`src/rtl/seg7_scan.sv`:
```
// Time-multiplexed 4-digit seven-segment driver with frame-latched digits and
// leading-zero blanking. Optional blink support is built when SEG7_BLINK_EN is defined.
module seg7_scan #(
  parameter int unsigned REFRESH_DIV  = 50000,
  parameter int unsigned ACTIVE_LOW   = 1,
  parameter int unsigned BLINK_FRAMES = 64
) (
  input  logic       clk,
  input  logic       rst,
  input  logic [3:0] d3,
  input  logic [3:0] d2,
  input  logic [3:0] d1,
  input  logic [3:0] d0,
  input  logic       blank_en,
  input  logic [3:0] dp_mask,
  input  logic       blink,
  output logic [3:0] an,
  output logic [6:0] seg,
  output logic       dp
);

  localparam int unsigned PW = (REFRESH_DIV > 2) ? $clog2(REFRESH_DIV) : 1;
  localparam logic [PW-1:0] PresLast = PW'(REFRESH_DIV - 1);
  localparam logic Inv = (ACTIVE_LOW != 0);

  logic [PW-1:0]   presc_q, presc_d;
  logic [1:0]      idx_q, idx_d;
  logic [3:0][3:0] sh_q, sh_d;
  logic [3:0]      shdp_q, shdp_d;
  logic            load_pending_q;
  logic [3:0]      an_q, an_d;
  logic [6:0]      seg_q, seg_d;
  logic            dp_q, dp_d;

  logic            tc;
  logic            frame_wrap;
  logic            load;
  logic [3:0]      lz;
  logic [3:0]      cur;
  logic [6:0]      code;

  always_comb begin
    tc         = (presc_q == PresLast);
    frame_wrap = tc && (idx_q == 2'd3);
    presc_d    = tc ? '0 : presc_q + 1'b1;
    idx_d      = tc ? idx_q + 2'd1 : idx_q;
    load       = load_pending_q || frame_wrap;
    sh_d       = load ? {d3, d2, d1, d0} : sh_q;
    shdp_d     = load ? dp_mask : shdp_q;
  end

  // Blanking follows the latched frame so a digit never flickers mid-frame.
  always_comb begin
    lz    = 4'b0000;
    lz[3] = (sh_q[3] == 4'd0);
    lz[2] = lz[3] && (sh_q[2] == 4'd0);
    lz[1] = lz[2] && (sh_q[1] == 4'd0);
  end

  always_comb begin
    cur = sh_q[idx_q];
    case (cur)
      4'd0:    code = 7'h3F;
      4'd1:    code = 7'h06;
      4'd2:    code = 7'h5B;
      4'd3:    code = 7'h4F;
      4'd4:    code = 7'h66;
      4'd5:    code = 7'h6D;
      4'd6:    code = 7'h7D;
      4'd7:    code = 7'h07;
      4'd8:    code = 7'h7F;
      4'd9:    code = 7'h6F;
      default: code = 7'h40;
    endcase
  end

`ifdef SEG7_BLINK_EN
  localparam int unsigned FW = $clog2(BLINK_FRAMES + 1);
  localparam logic [FW-1:0] FrameLast = FW'(BLINK_FRAMES - 1);

  logic [FW-1:0] fcnt_q, fcnt_d;
  logic          phase_q, phase_d;

  always_comb begin
    fcnt_d  = fcnt_q;
    phase_d = phase_q;
    if (frame_wrap) begin
      if (fcnt_q == FrameLast) begin
        fcnt_d  = '0;
        phase_d = ~phase_q;
      end else begin
        fcnt_d = fcnt_q + 1'b1;
      end
    end
  end

  always_ff @(posedge clk) begin
    if (rst) begin
      fcnt_q  <= '0;
      phase_q <= 1'b1;
    end else begin
      fcnt_q  <= fcnt_d;
      phase_q <= phase_d;
    end
  end
`else
  logic unused_blink;
  assign unused_blink = blink;
`endif

  always_comb begin
    an_d  = 4'b0000;
    seg_d = 7'h00;
    dp_d  = 1'b0;
    if (!load_pending_q && !(blank_en && lz[idx_q])) begin
      an_d  = 4'b0001 << idx_q;
      seg_d = code;
      dp_d  = shdp_q[idx_q];
    end
`ifdef SEG7_BLINK_EN
    if (blink && !phase_q) an_d = 4'b0000;
`endif
  end

  always_ff @(posedge clk) begin
    if (rst) begin
      presc_q        <= '0;
      idx_q          <= 2'd0;
      sh_q           <= '0;
      shdp_q         <= 4'b0000;
      load_pending_q <= 1'b1;
      an_q           <= 4'b0000;
      seg_q          <= 7'h00;
      dp_q           <= 1'b0;
    end else begin
      presc_q        <= presc_d;
      idx_q          <= idx_d;
      sh_q           <= sh_d;
      shdp_q         <= shdp_d;
      load_pending_q <= 1'b0;
      an_q           <= an_d;
      seg_q          <= seg_d;
      dp_q           <= dp_d;
    end
  end

  assign an  = an_q ^ {4{Inv}};
  assign seg = seg_q ^ {7{Inv}};
  assign dp  = dp_q ^ Inv;

endmodule
```
`config.mk`:
```
export PLATFORM = sky130hd
export DESIGN_NAME = seg7_scan
export DESIGN_NICKNAME = d
export VERILOG_FILES = /design/src/rtl/seg7_scan.sv
export SDC_FILE = /design/constraint.sdc
export NUM_CORES = 1
export LEC_CHECK = 0
export BUFFER_PORTS_ARGS = -buffer_cell sky130_fd_sc_hd__clkbuf_2
export CORE_MARGIN = 2
export CORE_UTILIZATION = 50
export CTS_BUF_LIST = sky130_fd_sc_hd__clkbuf_2
export DETAILED_ROUTE_END_ITERATION = 10
export GPL_TIMING_DRIVEN = 0
export PLACE_DENSITY = 0.71
export REMOVE_ABC_BUFFERS = 1
export SYNTH_ARGS = -nofsm -noshare
export SYNTH_HDL_FRONTEND = slang
export SYNTH_SLANG_ARGS = --single-unit
```
`constraint.sdc`:
```
create_clock -name clk -period 2.2 [get_ports clk]
set_input_delay 0.22 -clock clk [delete_from_list [all_inputs] [get_ports clk]]
set_output_delay 0.22 -clock clk [all_outputs]
set_load 0.1 [all_outputs]
```
* After elaboration in Yosys (flattened, before gate mapping) *
Memory sizes are Yosys's and may differ from the RTL's. A register that Yosys moved wholly into a read port is not among the register bits.
Cells that the tools add are included.
Widths: inputs -> output; s select.

word-level totals
  flip-flop bits (word level) = 44
  ROM bits = 112
  input bits = 24
  output and inout port bits = 12
  memories kept = 1

memories
  memory           depth  bits a word  rd ports  clocked after Yosys merged registers in  wr ports  line  text
  (no name shown)  16     7            1         1                                        0         62    case (cur)

cells by class
  add/subtract/negate cells = 2
  $lt $le $gt $ge = 1
  equal/unequal tests = 2
  shift operators = 1
  muxes and demuxes = 7
  bitwise gates (word level) = 4
  reductions and logical operators = 13

operators by type and width
  kind                   number
  $add 16x1->16 const B  1
  $eq 16x16->1 const B   1
  $logic_not 4->1        3
  $bmux 4 s2             1
  $not 7->7              1
  $logic_and 1x1->1      5
  $bmux 1 s2             2
  $mux 4                 1
  $not 4->4              1
  $reduce_or 2->1        2
  $shl 1x2->4 const A    1
  $lt 2x3->1 const B     1
  $mux 1                 3
  $add 2x1->2 const B    1
  $eq 2x2->1 const B     1
  $logic_not 1->1        2
  $not 1->1              2
  $logic_or 1x1->1       1

* Depth between registers and ports, before layout *
Gate-level depths: netlist of run 1.

  word-level depth = 10
  depth in mapped cells = 8
  mapped depth without buffers = 7

* Least setup slack after synthesis of run 1 *
No wires, ideal clock.

  kind = register to register
  from = register idx_q[0]
  to = register seg_q[4]
  library setup time = 64 ps
  arrival time = 1947 ps
  slack = 189 ps
  cell stages (with the launch flop) = 9
  path buffers = 1
  period minus slack after synthesis = 2011 ps
  cell sequence = dfxtp_1 > buf_2 > mux4_2 > inv_1 > ha_1 > inv_1 > mux2_2 > o22a_1 > nor2_1

between the ends
  word-level cells in the longest chain between the ends = 7

ends and longest elaborated chain
  what                          line  text
  start, declared               27    logic [1:0] idx_q, idx_d;
  start signal, assigned        137   idx_q <= idx_d;
  $bmux 1 s2                    115   if (!load_pending_q && !(blank_en && lz[idx_q])) begin
  $mux 1 (not written as such)  115
  $logic_and 1x1->1             115
  $logic_not 1->1               115
  $logic_and 1x1->1             115
  $not 1->1 (no line)           -
  $reduce_or 2->1 (no line)     -
  end, declared                 32    logic [6:0] seg_q, seg_d;

Several ways; a longest one is shown, not always the timed one. The select of a mux whose other input is x is not followed.
A chain may end at the register's enable or synchronous reset.

* Worst setup path after layout of run 1 *
  from = register presc_q[11]
  to = register sh_q[4] in the netlist's numbering

between the ends
  word-level cells in the longest chain between the ends = 3

ends and longest elaborated chain
  what                    line  text
  start, declared         26    logic [PW-1:0] presc_q, presc_d;
  start signal, assigned  136   presc_q <= presc_d;
  $eq 16x16->1            43    tc = (presc_q == PresLast);
  $logic_and 1x1->1       44    frame_wrap = tc && (idx_q == 2'd3);
  $logic_or 1x1->1        47    load = load_pending_q || frame_wrap;
  end signal, assigned    129   sh_q <= '0;
  end signal, assigned    138   sh_q <= sh_d;
  end, declared           28    logic [3:0][3:0] sh_q, sh_d;

No other way between the ends.

==> results of run 1 <==
[what timing repair did]
| action | 4_1_cts | 5_1_grt |
|---|---|---|
| pin swaps | 0 | 1 |
| setup endpoints to repair | 26 | 30 |
| gates resized for setup | 3 | 3 |
| cloned | 0 | 0 |
| endpoints found under the hold margin | 17 | 1 |
| hold buffers | 17 | 1 |
[sequential cells by signal (all words and copies together) (netlist names)]
signal          count
shdp_q              4
load_pending_q      1
sh_q               16
idx_q               2
seg_q               7
an_q                4
dp_q                1
presc_q            16
[per-layer routing]
layer	up-vias	part of all wire (%)	global-route usage (%)
met5	-	0	0
li1	952	-	-
met1	836	49	22.5
met2	30	47	29.1
met3	4	3.2	4.61
met4	0	0.88	7.47
[Yosys cell counts, drive strengths merged, types with 2 or more instances]
cell type  number  area share (%)
nor2           28             4.3
o32ai           2            0.71
buf             6             2.1
o21ai           2            0.41
nor4            4             1.6
a21oi           5             1.2
nand3           6             1.2
nand4           3             1.4
nand2b         41              10
mux4            5             4.6
or4             4             1.2
ha              8             4.1
nand2           5            0.76
xnor2          12             4.3
xor2            2            0.71
inv            24             3.7
nor3b           2            0.61
clkbuf          6            0.92
dfxtp          51              42
nor3            5             1.0
mux2i          21             8.5
[area by class of cell]
class                           count  area, um^2  share of cell area [%]
Tap cell                           67        83.8                    2.86
Multi-Input combinational cell    170        1290                    44.0
Inverter                           24        90.1                    3.08
Timing Repair Buffer               53         378                    12.9
Sequential cell                    51        1020                    35.0
Clock inverter                      3        38.8                    1.33
Clock buffer                        5        25.0                   0.855
[worst paths after layout]
check | from | to | slack (ns) | depth (start not counted)
worst min-delay path | d1[3] | sh_q[7] | 0.03 | 3
worst max register to register | presc_q[11] | sh_q[4] | 0.12 | 5
worst max-delay path | presc_q[11] | sh_q[4] | 0.12 | 5
worst min register to register | shdp_q[3] | shdp_q[3] | 0.49 | 2
[cells in the final DEF, fill, tap and decap left out, types with 2 or more instances in the layout]
cell type      instances
dfxtp_1               50
nand2b_1              41
clkbuf_2              39
nor2_1                28
inv_1                 24
mux2i_1               21
dlygate4sd3_1         18
xnor2_1               12
ha_1                   8
nand3_1                6
mux4_2                 5
nand2_1                5
nor3_1                 5
or4_1                  4
a21oi_1                4
nor4_1                 3
o32ai_1                2
nand4_1                2
xor2_1                 2
nor3b_1                2
[per-stage QoR]
step           area, um^2  setup slack [ns]  util (%)
2_1_floorplan        2390             0.148         -
6_report             2930             0.119      62.0
3_5_place_dp         2670            -0.147      56.5
4_1_cts              2910            0.0658      61.5
5_1_grt              2930           0.00530      62.0
3_3_place_gp         2640            -0.150      55.9
[worst max-delay path, delay by kind of cell, from the launching register on]
family / cells / cell delay [ns]
flops: 1 / 0.40
buf+inv: 1 / 0.21
mux: 1 / 0.15
simple gates: 2 / 1.05
compound gates: 1 / 0.21
[cells by family (layout without fill, tap and decap cells)]
group	count (synthesis)	after routing	share of synthesized area, %
AND/OR/NAND/NOR	105	105	24.8
buffers and inverters	36	85	6.66
multiplexers	27	27	13.6
AO/OA/AOI/OAI	16	16	4.43
adder cells (fa/ha/maj)	8	8	4.07
XOR/XNOR	14	14	4.98
flip-flops	51	51	41.5
[where the power goes]
group	switching (mW)	internal, mW	total (mW)
combinational	0.168	0.114	0.283
clock	0.290	0.187	0.477
sequential	0.0245	0.965	0.989
total	0.483	1.27	1.75
==> impl_metrics.env, run 1 <==
export IMPL_critPathCaptureType="flop"
export IMPL_grt_pass1_wl_mm=7.58
export IMPL_fin_nets=337
export IMPL_portBuffers=34
export IMPL_drt_vias_per_instance=4.88
export IMPL_io_pins=36
export IMPL_path_class="flop to flop"
export IMPL_track_usage_pct=17.9
export IMPL_cp_arrival_ns=2.46
export IMPL_syn_to_final_growth_pct=19.0
export IMPL_period_needed_ns=2.08
export IMPL_clock_path_buffers=2
export IMPL_hold_slack_ns=0.0276
export IMPL_setup_tns_ns=0
export IMPL_max_freq_mhz=480
export IMPL_dieArea_um2=5500
export IMPL_postCtsSetupRepairBufs=0
export IMPL_syn_cell_area_um2=2460
export IMPL_first_global_vias=1760
export IMPL_wirelength_mm=4.41
export IMPL_rows=25
export IMPL_crit_chain="or4_1, nor4_4, a21oi_4, buf_16, mux2i_1"
export IMPL_report_power_total_mw=1.75
export IMPL_status="finished, final reports clean"
export IMPL_synth_seq_cells=51
export IMPL_diodes=0
export IMPL_vias=1822
export IMPL_slowest_stage="or4_1"
export IMPL_tightest_slew_ns=0.586
export IMPL_ys_types=42
export IMPL_drtIter0Drc=74
export IMPL_relSlewSlack_pct=60.9
export IMPL_drt_pass1_iterations=4
export IMPL_remaining_drc_errors=0
export IMPL_wl_per_cell_um=11.8
export IMPL_grt_start_max_net_pins=46
export IMPL_yosysSeqAreaShare_pct=41.5
export IMPL_finalSetupViolations=0
export IMPL_antenna_found_initial=0
export IMPL_final_hold_viol_count=0
export IMPL_synth_avg_cell_area_um2=9.57
export IMPL_tritoncts="built"
export IMPL_peakVddDrop_uv=346
export IMPL_postRouteAntennaNets=0
export IMPL_cts_reportedPaths_clkPinSlew_ns=0.25
export IMPL_drv_slew=0
export IMPL_insertion_delay_ns=0.44
export IMPL_syn_inst=257
export IMPL_holdCritPathClass="primary input to flop"
export IMPL_synth_yosys_warnings=0
export IMPL_htree_levels=2
export IMPL_die_h_um=74.1
export IMPL_layout_drive_gt1_share_pct=18.0
export IMPL_initial_utilization_pct=52.1
export IMPL_pwr_density_cell_nw_per_um2=598
export IMPL_cts_root_buf="clkbuf_2"
export IMPL_cp_start_kind="flop"
export IMPL_chipWidth_um=74.1
export IMPL_synth_top_flop_cell="dfxtp_1"
export IMPL_cap_violations=0
export IMPL_place_congestion=0.823
export IMPL_grt_overflow=0
export IMPL_stdcell_count=373
export IMPL_cts_buffers=5
export IMPL_placedCellCount=347
export IMPL_fillers=386
export IMPL_place_hpwl_mm=2.98
export IMPL_critical_path_required_ns=2.58
export IMPL_grt_setup_unrepaired="no"
export IMPL_numClockSinks=51
export IMPL_synth_edf_count=0
export IMPL_finClkSkew_ns=0.0210
export IMPL_coreArea_um2=4720
export IMPL_cp_max_fo=13
export IMPL_slowest_delay_ns=0.59
export IMPL_period_share_pct=94.6
export IMPL_power_leakage_nw=1.17
export IMPL_async_reset_ff_share_pct=0
Power figures use the tool's default switching activity.
==> run 2: changes to the inputs <==
==> constraint.sdc (replaced) <==
create_clock -name clk -period 2.2 [get_ports clk]
set_input_delay 0.44 -clock clk [delete_from_list [all_inputs] [get_ports clk]]
set_output_delay 0.44 -clock clk [all_outputs]
set_load 0.1 [all_outputs]
==> run 2 against run 1 <==
Largest power group unchanged. Power down 1.4%. Largest cell class unchanged. Setup slack better by 0.014 ns. Via count down 5.1%. Sequential cell count unchanged. Wire length down 4.7%. Combinational power down 9.2%.
==> impl_metrics.env, run 2 (synthesis results as in run 1) <==
export IMPL_fillers=415
export IMPL_slowest_stage="or4_1"
export IMPL_io_pins=36
export IMPL_pwr_density_cell_nw_per_um2=628
export IMPL_place_hpwl_mm=2.98
export IMPL_finClkSkew_ns=0.0198
export IMPL_path_class="flop to flop"
export IMPL_layout_common_cells="dfxtp_1 (50), nand2b_1 (41), clkbuf_2 (39), nor2_1 (28), inv_1 (24)"
export IMPL_cts_root_buf="clkbuf_2"
export IMPL_holdCritPathClass="primary input to flop"
export IMPL_path_delay_family="simple AND/OR/NAND/NOR gates"
export IMPL_track_usage_pct=16.9
export IMPL_internal_power_mw=1.24
export IMPL_drv_slew=0
export IMPL_multi_input_area_um2=1290
export IMPL_insertion_delay_ns=0.44
export IMPL_place_congestion=0.823
export IMPL_diodes=0
export IMPL_postCtsSetupRepairBufs=0
export IMPL_drtIter0Drc=63
export IMPL_p_sw_share_pct=27.8
export IMPL_htree_levels=2
export IMPL_peakVddDrop_uv=347
export IMPL_seqCellArea_um2=1020
export IMPL_dieArea_um2=5500
export IMPL_power_share_sequential_pct=57.4
export IMPL_first_global_vias=1636
export IMPL_setup_tns_ns=0
export IMPL_relSlewSlack_pct=60.2
export IMPL_status="finished, final reports clean"
export IMPL_cts_hold_buf=0
export IMPL_antenna_found_initial=0
export IMPL_cts_reportedPaths_clkPinSlew_ns=0.25
export IMPL_cp_arrival_ns=2.46
export IMPL_remaining_drc_errors=0
export IMPL_critical_path_required_ns=2.59
export IMPL_power_frac_clock_pct=27.7
export IMPL_fin_nets=319
export IMPL_drt_vias_per_instance=4.87
export IMPL_period_share_pct=94.0
export IMPL_die_h_um=74.1
export IMPL_finalSetupViolations=0
export IMPL_slowest_delay_ns=0.58
export IMPL_wl_per_cell_um=11.8
export IMPL_rows=25
export IMPL_numClockSinks=51
export IMPL_syn_to_final_growth_pct=11.6
export IMPL_tritoncts="built"
export IMPL_grt_overflow=0
export IMPL_tightest_slew_ns=0.598
export IMPL_reg_largest_list="presc_q: 16 flops, sh_q: 16 flops, seg_q: 7 flops"
export IMPL_p_comb_share_pct=14.9
export IMPL_layout_commonest_cell="dfxtp_1"
export IMPL_hold_slack_ns=0.191
export IMPL_grt_pass1_wl_mm=7.16
export IMPL_layout_drive_gt1_share_pct=19.1
export IMPL_cts_buffers=5
export IMPL_wirelength_mm=4.20
export IMPL_drt_pass1_iterations=4
export IMPL_path_buf_inv=1
export IMPL_critPathCaptureType="flop"
export IMPL_power_leakage_nw=1.09
export IMPL_cp_max_fo=13
export IMPL_initial_utilization_pct=52.1
export IMPL_dp_slack_ns=-0.183
export IMPL_chipWidth_um=74.1
export IMPL_postRouteAntennaNets=0
export IMPL_clock_path_buffers=2
export IMPL_cap_violations=0
export IMPL_vias=1729
export IMPL_grt_start_max_net_pins=46
export IMPL_p_switching_uw=479
export IMPL_period_needed_ns=2.07
export IMPL_grt_setup_unrepaired="no"
export IMPL_crit_chain="or4_1, nor4_4, a21oi_4, buf_16, mux2i_1"
export IMPL_worst_slack_ns=0.133
export IMPL_final_hold_viol_count=0
export IMPL_coreArea_um2=4720
export IMPL_max_freq_mhz=484
export IMPL_cp_start_kind="flop"
export IMPL_portBuffers=34
run 2: changes by cell type in the layout (fill, tap and decap cells not counted), sizes merged:
cell	before	now
dlygate4sd3	18	0
run 2: worst min-delay path, stage by stage:
cell and delay [ns]:
clkbuf_2 0.08, nand2b_1 0.05, mux2i_1 0.05
run 2: power by group through the flow:
stage	sequential (mW)	clock [mW]	combinational (mW)
after floorplan	1.00	0	0.194
after global placement	1.01	0	0.247
after detailed placement	1.01	0	0.256
after CTS	0.990	0.495	0.257
after global routing	0.995	0.523	0.280
final	0.989	0.478	0.257
run 2: timing repair:
item,CTS,global route
cloned,0,0
hold endpoints to repair,0,0
pin swaps,0,1
resized for setup,3,3
setup endpoints to repair,26,30
run 2: layout make-up:
type                    count  share of cell area (%)
clock inverters             3                    1.41
well taps                  67                    3.05
clock buffers               5                   0.911
repair buffers             35                    7.20
inverters                  24                    3.28
flip-flops and latches     51                    37.3
multi-input cells         170                    46.8
run 2: layer usage:
| metal | up-vias | wire length, um | global-route usage (%) |
|---|---|---|---|
| met5 | - | 0 | 0 |
| met4 | 0 | 65 | 7.07 |
| met3 | 6 | 175 | 4.47 |
| met2 | 33 | 1850 | 26.6 |
| met1 | 773 | 2110 | 22.1 |
| li1 | 917 | - | - |
run 2: final timing paths:
| path | startpoint | end | slack, ns | cells past startpoint |
|---|---|---|---|---|
| setup / recovery | presc_q[11] | shdp_q[0] | 0.13 | 5 |
| hold / removal | dp_mask[3] | shdp_q[3] | 0.19 | 3 |
| setup reg to reg | presc_q[11] | shdp_q[0] | 0.13 | 5 |
| hold reg to reg | shdp_q[3] | shdp_q[3] | 0.49 | 2 |
run 2: metrics by stage:
stage | area, um^2 | cells | power, mW | utilization, %
finish | 2750 | 355 | 1.72 | 58.1
detailed placement | 2670 | 347 | 1.26 | 56.5
global route | 2750 | 355 | 1.80 | 58.1
floorplan | 2390 | 245 | 1.19 | -
global placement | 2640 | 346 | 1.25 | 55.9
CTS | 2740 | 355 | 1.74 | 57.9
==> run 3: changes to the inputs <==
--- a/config.mk
+++ b/config.mk
@@ -11,8 +11,9 @@
 export CTS_BUF_LIST = sky130_fd_sc_hd__clkbuf_2
 export DETAILED_ROUTE_END_ITERATION = 10
 export GPL_TIMING_DRIVEN = 0
-export PLACE_DENSITY = 0.71
+export PLACE_DENSITY = 0.81
 export REMOVE_ABC_BUFFERS = 1
+export SLEW_MARGIN = 20
 export SYNTH_ARGS = -nofsm -noshare
 export SYNTH_HDL_FRONTEND = slang
 export SYNTH_SLANG_ARGS = --single-unit
==> run 3 against run 2 <==
First-iteration DRC count down 27%. Sequential power barely moved. Sequential share of layout area rose by 0.77 points. Sequential cell count is the same. Hold slack gained 0.024 ns. Via count is 0.87% higher. Utilization down 1.1 points. Combinational power fell by 2%. Setup slack got worse by 0.0040 ns. Wire length fell by 1.6%.
==> impl_metrics.env, run 3 (synthesis results as in run 1) <==
export IMPL_layout_common_cells="dfxtp_1 (49), nand2b_1 (41), clkbuf_2 (40), nor2_1 (28), inv_1 (24)"
export IMPL_wirelength_mm=4.13
export IMPL_layout_drive_gt1_share_pct=18.8
export IMPL_relSlewSlack_pct=43.7
export IMPL_slowest_stage="dfxtp_1"
export IMPL_rows=25
export IMPL_grt_pass1_wl_mm=7.04
export IMPL_finClkSkew_ns=0.0179
export IMPL_cts_hold_buf=0
export IMPL_max_freq_mhz=483
export IMPL_clock_path_buffers=2
export IMPL_wl_met2_mm=1.99
export IMPL_hold_slack_ns=0.215
export IMPL_postRouteAntennaNets=0
export IMPL_reg_largest_list="presc_q: 16 flops, sh_q: 16 flops, seg_q: 7 flops"
export IMPL_drt_vias_per_instance=4.93
export IMPL_stdcell_count=354
export IMPL_layout_commonest_cell="dfxtp_1"
export IMPL_cts_reportedPaths_clkPinSlew_ns=0.23
export IMPL_rr_startpoint="presc_q[3]"
export IMPL_fillers=426
export IMPL_final_hold_viol_count=0
export IMPL_report_power_total_mw=1.59
export IMPL_track_usage_pct=16.6
export IMPL_cts_buffers=5
export IMPL_path_buf_inv=0
export IMPL_cp_start_kind="flop"
export IMPL_path_delay_family="simple AND/OR/NAND/NOR gates"
export IMPL_finalSetupViolations=0
export IMPL_numClockSinks=51
export IMPL_cts_root_buf="clkbuf_2"
export IMPL_drv_slew=0
export IMPL_status="finished, final reports clean"
export IMPL_drtIter0Drc=46
export IMPL_routed_top_layer="met4"
export IMPL_grt_start_max_net_pins=46
export IMPL_power_leakage_nw=1.07
export IMPL_grt_overflow=0
export IMPL_fin_nets=318
export IMPL_setup_tns_ns=0
export IMPL_period_needed_ns=2.07
export IMPL_pwr_density_cell_nw_per_um2=589
export IMPL_place_congestion=0.779
export IMPL_slowest_delay_ns=0.54
export IMPL_placedCellCount=346
export IMPL_vias=1744
export IMPL_holdCritPathClass="primary input to flop"
export IMPL_grt_setup_unrepaired="no"
export IMPL_startpoint="presc_q[3]"
export IMPL_hp_start="d3[3]"
export IMPL_place_hpwl_mm=2.96
export IMPL_critPathCaptureType="flop"
export IMPL_postCtsSetupRepairBufs=0
export IMPL_insertion_delay_ns=0.41
export IMPL_die_h_um=74.1
export IMPL_syn_to_final_growth_pct=9.51
export IMPL_wl_per_cell_um=11.7
export IMPL_path_class="flop to flop"
export IMPL_io_pins=36
export IMPL_crit_chain="or4bb_1, nor4_4, a21oi_4, mux2i_1"
export IMPL_cap_violations=0
export IMPL_tightest_slew_ns=0.843
export IMPL_dp_slack_ns=-0.230
export IMPL_cp_max_fo=20
export IMPL_first_global_vias=1666
export IMPL_worst_slack_ns=0.129
export IMPL_diodes=0
export IMPL_cp_arrival_ns=2.36
export IMPL_critical_path_required_ns=2.48
export IMPL_wl_met1_mm=1.93
export IMPL_antenna_found_initial=0
export IMPL_peakVddDrop_uv=345
export IMPL_chipWidth_um=74.1
export IMPL_dieArea_um2=5500
export IMPL_htree_levels=2
export IMPL_portBuffers=34
export IMPL_coreArea_um2=4720
export IMPL_initial_utilization_pct=52.1
export IMPL_remaining_drc_errors=0
export IMPL_wl_met3_um=129
export IMPL_period_share_pct=94.2
export IMPL_tritoncts="built"
export IMPL_drt_pass1_iterations=4
==> run 3: through the flow <==
stage	cell area, um^2	util [%]
after floorplan	2390	-
after global placement	2640	55.9
after detailed placement	2650	56.1
after CTS	2690	57.0
after global routing	2690	57.0
final	2690	57.0
==> run 3: cell type report <==
cell class	count	area [um^2]	share of cell area (%)
clock buffer	6	30.0	1.11
clock inverter	2	7.51	0.279
inverter	24	90.1	3.34
multi-input combinational	170	1290	47.7
sequential	51	1030	38.1
tap	67	83.8	3.11
timing repair buffer	34	170	6.32
==> run 3: worst min-delay path, delay by kind of cell <==
kind                   cells  cell delay [ns]
buffers and inverters      1             0.08
multiplexers               1             0.05
AND/OR/NAND/NOR            1             0.05
==> run 3: path summary, 6_finish.rpt <==
| check | end | slack [ns] | cells past startpoint |
|---|---|---|---|
| worst max register to register | shdp_q[0] | 0.13 | 4 |
| worst max-delay path | shdp_q[0] | 0.13 | 4 |
| worst min register to register | shdp_q[3] | 0.49 | 2 |
| worst min-delay path | sh_q[15] | 0.22 | 3 |
==> run 3: where the power goes <==
part	internal, mW	total (mW)	switching [mW]
Combinational	0.0897	0.252	0.162
Sequential	0.964	0.988	0.0237
Clock	0.0765	0.347	0.271
Total	1.13	1.59	0.457
==> run 3: what timing repair did <==
action | 4_1_cts | 5_1_grt
gates resized for setup | 4 | 2
setup endpoints to repair | 25 | 17
pin swaps | 0 | 2
endpoints found under the hold margin | 0 | 0
==> run 3: routing by layer <==
metal  up-vias  track usage [%]
met1       790             18.7
met3         9             4.07
met5         -                0
li1        912                -
met2        33             29.6
met4         0             7.27
